===== config.mk =====
export PLATFORM = sky130hd
export DESIGN_NAME = mc_control
export DESIGN_NICKNAME = d
export VERILOG_FILES = /design/src/rtl/mips_defs.sv /design/src/rtl/mc_decode.sv /design/src/rtl/mc_control.sv
export SDC_FILE = /design/constraint.sdc
export NUM_CORES = 1
export LEC_CHECK = 0
export BUFFER_PORTS_ARGS = -buffer_cell sky130_fd_sc_hd__buf_2
export CAP_MARGIN = 10
export CORE_ASPECT_RATIO = 0.8
export CORE_MARGIN = 8
export CORE_UTILIZATION = 51
export DETAILED_ROUTE_END_ITERATION = 16
export HOLD_SLACK_MARGIN = 0.12
export PLACE_DENSITY_LB_ADDON = 0.12
export SYNTH_ARGS = -nofsm -noshare
export SYNTH_HDL_FRONTEND = slang
export SYNTH_SLANG_ARGS = --single-unit

===== constraint.sdc =====
create_clock -name CLK -period 5 [get_ports CLK]
set_input_delay 0.75 -clock CLK [delete_from_list [all_inputs] [get_ports CLK]]
set_output_delay 0.75 -clock CLK [all_outputs]
set_load 0.005 [all_outputs]

===== src/rtl/mips_defs.sv =====
// Shared encodings for the multi-cycle MIPS control path: opcodes, FSM states,
// ALU operations, PC source and register destination selects.
package mips_defs;

  typedef enum logic [3:0] {
    StIf     = 4'b0000,
    StId     = 4'b0001,
    StExeMem = 4'b0010,
    StMem    = 4'b0011,
    StWbLd   = 4'b0100,
    StExeBr  = 4'b0101,
    StExeAl  = 4'b0110,
    StWbAl   = 4'b0111,
    StHalt   = 4'b1000
  } state_e;

  localparam logic [5:0] OpAdd  = 6'b000000;
  localparam logic [5:0] OpSub  = 6'b000001;
  localparam logic [5:0] OpAddi = 6'b000010;
  localparam logic [5:0] OpOr   = 6'b010000;
  localparam logic [5:0] OpAnd  = 6'b010001;
  localparam logic [5:0] OpOri  = 6'b010010;
  localparam logic [5:0] OpSll  = 6'b011000;
  localparam logic [5:0] OpSlt  = 6'b100110;
  localparam logic [5:0] OpSlti = 6'b100111;
  localparam logic [5:0] OpSw   = 6'b110000;
  localparam logic [5:0] OpLw   = 6'b110001;
  localparam logic [5:0] OpBeq  = 6'b110100;
  localparam logic [5:0] OpBne  = 6'b110101;
  localparam logic [5:0] OpBltz = 6'b110110;
  localparam logic [5:0] OpJ    = 6'b111000;
  localparam logic [5:0] OpJr   = 6'b111001;
  localparam logic [5:0] OpJal  = 6'b111010;
  localparam logic [5:0] OpHalt = 6'b111111;

  localparam logic [2:0] AluAdd = 3'b000;
  localparam logic [2:0] AluSub = 3'b001;
  localparam logic [2:0] AluOr  = 3'b010;
  localparam logic [2:0] AluAnd = 3'b011;
  localparam logic [2:0] AluSll = 3'b100;
  localparam logic [2:0] AluSlt = 3'b101;

  localparam logic [1:0] PcNext   = 2'b00;
  localparam logic [1:0] PcBranch = 2'b01;
  localparam logic [1:0] PcReg    = 2'b10;
  localparam logic [1:0] PcJump   = 2'b11;

  localparam logic [1:0] DstRt = 2'b00;
  localparam logic [1:0] DstRd = 2'b01;
  localparam logic [1:0] DstRa = 2'b10;

  // Register-to-register and immediate arithmetic that goes through EXE_AL/WB_AL.
  function automatic logic is_alu_op(input logic [5:0] op);
    return op inside {OpAdd, OpSub, OpAddi, OpOr, OpAnd, OpOri, OpSll, OpSlt, OpSlti};
  endfunction

endpackage


===== src/rtl/mc_decode.sv =====
// Combinational control-word decoder: maps the current FSM state, opcode and
// ALU flags to datapath enables and selects (PCWre is produced by the FSM).
module mc_decode
  import mips_defs::*;
(
  input  logic [3:0] state,
  input  logic [5:0] opcode,
  input  logic       zero,
  input  logic       sign,
  output logic       IRWre,
  output logic       mRD,
  output logic       mWR,
  output logic       RegWre,
  output logic [1:0] PCSrc,
  output logic [1:0] RegDst,
  output logic       ALUSrcA,
  output logic       ALUSrcB,
  output logic       ExtSel,
  output logic       DBDataSrc,
  output logic [2:0] ALUOp
);

  logic taken;

  always_comb begin
    taken = ((opcode == OpBeq) && zero) || ((opcode == OpBne) && !zero) ||
            ((opcode == OpBltz) && sign);

    IRWre  = (state == StIf);
    mRD    = (state == StMem) && (opcode == OpLw);
    mWR    = (state == StMem) && (opcode == OpSw);
    RegWre = (state == StWbAl) || (state == StWbLd) || ((state == StId) && (opcode == OpJal));

    PCSrc = PcNext;
    if ((state == StExeBr) && taken) begin
      PCSrc = PcBranch;
    end else if ((state == StId) && (opcode == OpJr)) begin
      PCSrc = PcReg;
    end else if ((state == StId) && ((opcode == OpJ) || (opcode == OpJal))) begin
      PCSrc = PcJump;
    end

    // Datapath selects depend only on the instruction; the enables gate their effect.
    RegDst = DstRt;
    if (opcode == OpJal) begin
      RegDst = DstRa;
    end else if (opcode inside {OpAdd, OpSub, OpOr, OpAnd, OpSll, OpSlt}) begin
      RegDst = DstRd;
    end

    ALUSrcA   = (opcode == OpSll);
    ALUSrcB   = opcode inside {OpAddi, OpOri, OpSlti, OpSw, OpLw};
    ExtSel    = (opcode != OpOri);
    DBDataSrc = (opcode == OpLw);

    ALUOp = AluAdd;
    if (opcode inside {OpSub, OpBeq, OpBne}) begin
      ALUOp = AluSub;
    end else if (opcode inside {OpOr, OpOri}) begin
      ALUOp = AluOr;
    end else if (opcode == OpAnd) begin
      ALUOp = AluAnd;
    end else if (opcode == OpSll) begin
      ALUOp = AluSll;
    end else if (opcode inside {OpSlt, OpSlti}) begin
      ALUOp = AluSlt;
    end
  end

endmodule


===== src/rtl/mc_control.sv =====
// Multi-cycle MIPS control unit: instruction FSM, retired-instruction counter
// and the combinational control-word decoder.
module mc_control
  import mips_defs::*;
#(
  parameter int unsigned CNT_W = 32
) (
  input  logic             CLK,
  input  logic             RST,
  input  logic [5:0]       opcode,
  input  logic             zero,
  input  logic             sign,
  output logic             PCWre,
  output logic             IRWre,
  output logic             mRD,
  output logic             mWR,
  output logic             RegWre,
  output logic [1:0]       PCSrc,
  output logic [1:0]       RegDst,
  output logic             ALUSrcA,
  output logic             ALUSrcB,
  output logic             ExtSel,
  output logic             DBDataSrc,
  output logic [2:0]       ALUOp,
  output logic [3:0]       state,
  output logic [CNT_W-1:0] retired,
  output logic             halted
);

  state_e           state_q, state_d;
  logic [CNT_W-1:0] retired_q;

  always_comb begin
    state_d = state_q;
    unique case (state_q)
      StIf: state_d = StId;
      StId: begin
        if (opcode inside {OpJ, OpJr, OpJal}) begin
          state_d = StIf;
        end else if (opcode == OpHalt) begin
          state_d = StHalt;
        end else if (opcode inside {OpBeq, OpBne, OpBltz}) begin
          state_d = StExeBr;
        end else if (opcode inside {OpSw, OpLw}) begin
          state_d = StExeMem;
        end else if (is_alu_op(opcode)) begin
          state_d = StExeAl;
        end else begin
          state_d = StIf;  // illegal opcode retires as a NOP
        end
      end
      StExeAl:  state_d = StWbAl;
      StWbAl:   state_d = StIf;
      StExeBr:  state_d = StIf;
      StExeMem: state_d = StMem;
      StMem:    state_d = (opcode == OpLw) ? StWbLd : StIf;
      StWbLd:   state_d = StIf;
      StHalt:   state_d = StHalt;
      default:  state_d = StIf;
    endcase
  end

  // IF always advances to ID, so a next state of IF marks the final cycle.
  assign PCWre = (state_d == StIf);

  always_ff @(posedge CLK or negedge RST) begin
    if (!RST) begin
      state_q   <= StIf;
      retired_q <= '0;
    end else begin
      state_q <= state_d;
      if (PCWre) begin
        retired_q <= retired_q + CNT_W'(1);
      end
    end
  end

  assign state   = state_q;
  assign retired = retired_q;
  assign halted  = (state_q == StHalt);

  mc_decode u_decode (
    .state     (state_q),
    .opcode    (opcode),
    .zero      (zero),
    .sign      (sign),
    .IRWre     (IRWre),
    .mRD       (mRD),
    .mWR       (mWR),
    .RegWre    (RegWre),
    .PCSrc     (PCSrc),
    .RegDst    (RegDst),
    .ALUSrcA   (ALUSrcA),
    .ALUSrcB   (ALUSrcB),
    .ExtSel    (ExtSel),
    .DBDataSrc (DBDataSrc),
    .ALUOp     (ALUOp)
  );

endmodule

==> results of run 1 <==
[final cells by class]
class                   count  area [µm²]  share of cell area
multi-input cells         181        1230               0.461
flip-flops and latches     36         901               0.338
repair buffers             63         318               0.119
clock buffers               6        72.6              0.0272
well taps                  57        71.3              0.0267
inverters                  11        41.3              0.0155
clock inverters             2        35.0              0.0131
[metrics by stage]
stage               setup slack [ps]  total power [mW]  instance area [µm²]  instances
floorplan                       2280             0.581                 2240        241
global placement                1580             0.683                 2560        348
detailed placement              1520             0.685                 2560        348
CTS                             1530             0.938                 2670        356
global route                    1320             0.997                 2670        356
finish                          1510             0.931                 2670        356
[worst max-delay path by stage]
| stage | start | cells after the start | slack [ps] | endpoint |
|---|---|---|---|---|
| after global placement | opcode[0] | 8 | 1580 | PCWre |
| after detailed placement | opcode[0] | 8 | 1520 | PCWre |
| after global routing | opcode[2] | 8 | 1320 | PCWre |
| after floorplan | opcode[0] | 5 | 2280 | PCWre |
| final | opcode[0] | 8 | 1510 | PCWre |
| after CTS | opcode[0] | 8 | 1530 | PCWre |
[cells by family (layout without fill, tap and decap cells)]
| logic type | count (synthesis) | after routing | synth area share |
|---|---|---|---|
| and+or+nand+nor | 125 | 125 | 0.331 |
| DFF | 36 | 36 | 0.403 |
| xor gates and xnor gates | 34 | 34 | 0.133 |
| buffers and inverters | 24 | 82 | 0.0476 |
| AOI/OAI and AO/OA | 20 | 20 | 0.0744 |
| adders and majority gates | 1 | 1 | 0.00560 |
| muxes | 1 | 1 | 0.00504 |
[sequential cells by signal, summed over array words and instances, names as in the netlist]
register	count
state	4
retired	32
[cells in the mapped netlist (all sizes together)]
master and count:
a21o 3, a2111oi 1, a21oi 3, nor2 10, o21a 1, and3b 1, nor3 25, nor3b 1
o31ai 1, and4 1, o32ai 1, o311ai 1, a32oi 1, nor4 15, nand3b 1, and3 9
o21ai 1, nand2b 4, nand2 17, ha 1, o22ai 1, nor2b 3, xor2 27, nand3 18
nor4b 2, xnor2 7, or3 3, or2 2, clkbuf 4, o21bai 2, nand4 11, mux2 1
a211oi 3, inv 11, buf 9, and2 2, dfrtp 36, a311o 1
[power groups by stage]
stage / combinational [mW] / clock (mW) / sequential [mW]
final: 0.282 / 0.249 / 0.399
after global routing: 0.317 / 0.269 / 0.411
after CTS: 0.285 / 0.255 / 0.398
after detailed placement: 0.282 / 0 / 0.403
after global placement: 0.280 / 0 / 0.402
after floorplan: 0.210 / 0 / 0.371
[per-layer routing]
layer | vias up | global-route usage | wire length [µm]
met3 | 6 | 0.0538 | 409
met1 | 938 | 0.221 | 2680
li1 | 970 | - | -
met5 | - | 0 | 0
met4 | 0 | 0.0754 | 52
met2 | 66 | 0.257 | 2380
==> flow_summary.yaml, run 1 <==
pwr:
  leakage_nw: 1.28
  pwr-share-seq: 0.429
  sw_frac_of_total: 0.364
  p_per_area_mw_per_mm2: 349
  p_switching_mw: 0.339
  irDropWorstVdd_uv: 241
  intPower_mw: 0.592
  pwr-share-clk: 0.267
  comb_power_share: 0.303
routing:
  wl_per_cell_um: 15.5
  drt-initial-drc-count: 174
  wirelength_um: 5520
  drcViolationCount: 0
  dr.pass1.iters: 4
  vias: 1980
  ant_nets: 0
  via_per_inst: 5.56
sta:
  fmax_ghz: 0.287
  layout_min_cycle_time_ps: 3490
  maxSlewViolCount: 0
  fin_crit_sh: 0.698
  setup-tns-final_ps: 0
  finalHoldViolCount: 0
  slew_headroom: 0.483
  hold_ws_ps: 464
  tightest_slew_ps: 775
  setup_viol: 0
  finClkSkew_ps: 7.13
  rsz0062_at_grt: "false"
clock_tree:
  numCtsBuffers: 5
  cts.sinks: 36
  clkTransAtPathRegs_ps: 70
  htree_levels: 2
  hold_buffers: 0
  clockBufferDepth: 2
  cts_resized: 0
  tritoncts: "yes"
  clock-root-buffer: "clkbuf_8"
  cts_setup_buffers: 0
  clk_latency_ps: 290
die:
  start_util: 0.532
  num_io_pins: 63
  die_h_um: 75.2
  dieArea_mm2: 0.00677
  die_x_um: 90.0
  fp-row-count: 21
  core_mm2: 0.00420
layout:
  synthToLayoutAreaGrowth_pct: 19.3
  antenna_cells: 0
  layout_commonest_cell: "buf_2"
  n_fill_cell: 375
  post-route-util: 0.635
  layout_common_cells: "62 x buf_2, 36 x dfrtp_1, 27 x xor2_1, 25 x nor3_1"
  nNetsFinal: 309
  drive_gt1_frac: 0.284
yosys:
  syn_inst: 241
  yosysWarnings: 0
  syn_nets: 252
  yosys-top-cells-area: "dfrtp_1 40%, xor2_1 11%, nor3_1 5.6%"
  synth_top_cell_by_area: "dfrtp_1"
  ys_ff_latch: 36
  ys_seq_area_frac: 0.403
  synth.cell_area_mm2: 0.00224
  ys_types: 42
  synth.top_cell.area_share: 0.403
  syn_avg_cell_area_um2: 9.28
place:
  gp_congestion: 0.852
  io_buffers: 62
  hpwl_um: 4130
worst_setup_path:
  cp.buffers_inverters: 3
  r2r_end: "retired[1]"
  r2r_cells: 6
  regToRegSetupSlack_ps: 2740
  rr_startpoint: "state[1]"
  cp.arrival_ps: 2740
  path_cells: "buf_2 > nand2b_1 > a2111oi_2 > or3_1 > a311o_1 > buf_4 > nor2_1 > buf_2"
  worstPathMaxFanout: 32
  endpoint_kind: "output pin"
  start_kind: "primary input"
  cpPeakStageDelay_ps: 610
  cp.required_ps: 4250
  slowest_stage: "a2111oi_2"
  cp_top_family: "compound AO/OA/AOI/OAI gates"
  path_class: "in -> out"
  cp_common_cell: "buf_2"
min_path:
  min_from: "retired[31]"
  whs_path_depth: 1
  whs_endpoint: "retired[31]"
  hp-class: "reg -> reg"
global_routing:
  gr-total-overflow: 0
  grt_pass1_wl_um: 9420
  antenna_found_initial: 0
  grt_max_degree: 37
  grt_pass1_vias: 1991
  groute.usage.overall: 0.170
flow_run:
  drv_cap: 0
run_status:
  status: "finished, final reports clean"
No activity file was read; power rests on OpenSTA's default activity.
==> run 2: changes to the inputs <==
- clock period: 5 -> 3.45 ns (I/O delays scaled with it)
==> run 2 against run 1 <==
Sequential power up 46%. Sequential share of layout area down 0.64 points. Worst setup slack worse by 740 ps. Combinational power up 45%. Clock skew up 2.5 ps. Power up 62%. Final cell count unchanged. Register-to-register slack worse by 1500 ps. Via count up 2.4%. Design area up 1.9%. First-iteration DRC count down 1.1%. Wire length up 3.5%. Largest cell class unchanged. Largest power group unchanged.
==> flow_summary.yaml, run 2 (synthesis gave the netlist of run 1 again) <==
die:
  start_util: 0.532
  core_mm2: 0.00420
  dieArea_mm2: 0.00677
  die_h_um: 75.2
  fp-row-count: 21
  die_x_um: 90.0
  num_io_pins: 63
routing:
  wirelength_um: 5720
  drcViolationCount: 0
  via_per_inst: 5.70
  drt-initial-drc-count: 172
  vias: 2028
  wl_per_cell_um: 16.1
  ant_nets: 0
  dr.pass1.iters: 4
global_routing:
  grt_max_degree: 37
  grt_pass1_wl_um: 9720
  grt_pass1_vias: 2002
  antenna_found_initial: 0
  groute.usage.overall: 0.175
  gr-total-overflow: 0
sta:
  layout_min_cycle_time_ps: 2680
  finalHoldViolCount: 0
  setup_viol: 0
  finClkSkew_ps: 9.68
  setup_slack_ps: 768
  fin_crit_sh: 0.777
  fmax_ghz: 0.373
  rsz0062_at_grt: "false"
  slew_headroom: 0.470
  maxSlewViolCount: 0
  tightest_slew_ps: 794
  setup-tns-final_ps: 0
layout:
  post_layout_nonfiller_instances: 356
  layout_common_cells: "62 x buf_2, 36 x dfrtp_1, 27 x xor2_1, 25 x nor3_1"
  layout_commonest_cell: "buf_2"
  largest_reg_flops: 32
  synthToLayoutAreaGrowth_pct: 21.6
  antenna_cells: 0
  design_area_mm2: 0.00272
  drive_gt1_frac: 0.288
  n_fill_cell: 387
  nNetsFinal: 309
  post-route-util: 0.647
clock_tree:
  htree_levels: 2
  clk_latency_ps: 290
  cts_resized: 0
  hold_buffers: 0
  cts_setup_buffers: 0
  clockBufferDepth: 2
  tritoncts: "yes"
  numCtsBuffers: 5
  cts.sinks: 36
  clkTransAtPathRegs_ps: 80
  clock-root-buffer: "clkbuf_8"
worst_setup_path:
  start_kind: "primary input"
  endpoint_kind: "output pin"
  cp.arrival_ps: 2160
  cp.required_ps: 2930
  worstPathMaxFanout: 12
  path_class: "in -> out"
place:
  gp_congestion: 0.885
  hpwl_um: 4300
  place_ws_ps: 725
  io_buffers: 62
  postPlaceCellArea_mm2: 0.00256
  place_inst: 348
pwr:
  leakage_nw: 1.31
  irDropWorstVdd_uv: 370
  p_per_area_mw_per_mm2: 556
flow_run:
  drv_cap: 0
min_path:
  hp-class: "in -> async"
run_status:
  status: "finished, final reports clean"
run 2: metrics by stage:
| step | total power, mW | hold slack (ps) |
|---|---|---|
| final | 1.51 | 306 |
| after floorplan | 0.842 | 222 |
| after CTS | 1.52 | 331 |
| after detailed placement | 0.999 | 480 |
| after global placement | 0.991 | 479 |
| after global routing | 1.60 | 368 |
run 2: final timing paths:
| path | from | endpoint | slack [ps] | depth (start not counted) |
|---|---|---|---|---|
| max reg2reg | state[1] | retired[16] | 1280 | 6 |
| max in group asynchronous | RST | retired[30] | 2640 | 1 |
| min in group CLK | retired[29] | retired[29] | 490 | 1 |
| min reg2reg | retired[29] | retired[29] | 490 | 1 |
| max | opcode[0] | PCWre | 770 | 7 |
| min | RST | retired[16] | 310 | 1 |
run 2: worst max-delay path, stage by stage:
cell and delay [ps]:
buf_2 170, nand2b_1 190, a2111oi_2 630, or3_1 210, a311o_1 190, nor2_1 100
buf_2 150
run 2: layout make-up:
type | instances | area (µm²) | area share
clock buffers | 5 | 68.8 | 0.0253
clock inverters | 3 | 90.1 | 0.0331
inverters | 11 | 41.3 | 0.0152
multi-input cells | 181 | 1230 | 0.452
flip-flops and latches | 36 | 901 | 0.331
well taps | 57 | 71.3 | 0.0262
repair buffers | 63 | 318 | 0.117
run 2: layer usage:
metal	track usage	wire length (µm)	up-vias
li1	-	-	973
met1	0.234	2650	982
met2	0.277	2630	69
met3	0.0508	406	4
met4	0.0386	34	0
met5	0	0	-
run 2: power by group:
part           total, mW  switching [mW]  internal, mW
Sequential         0.582           0.107         0.476
Clock              0.518           0.156         0.362
Combinational      0.410           0.244         0.166
Total               1.51           0.507          1.00
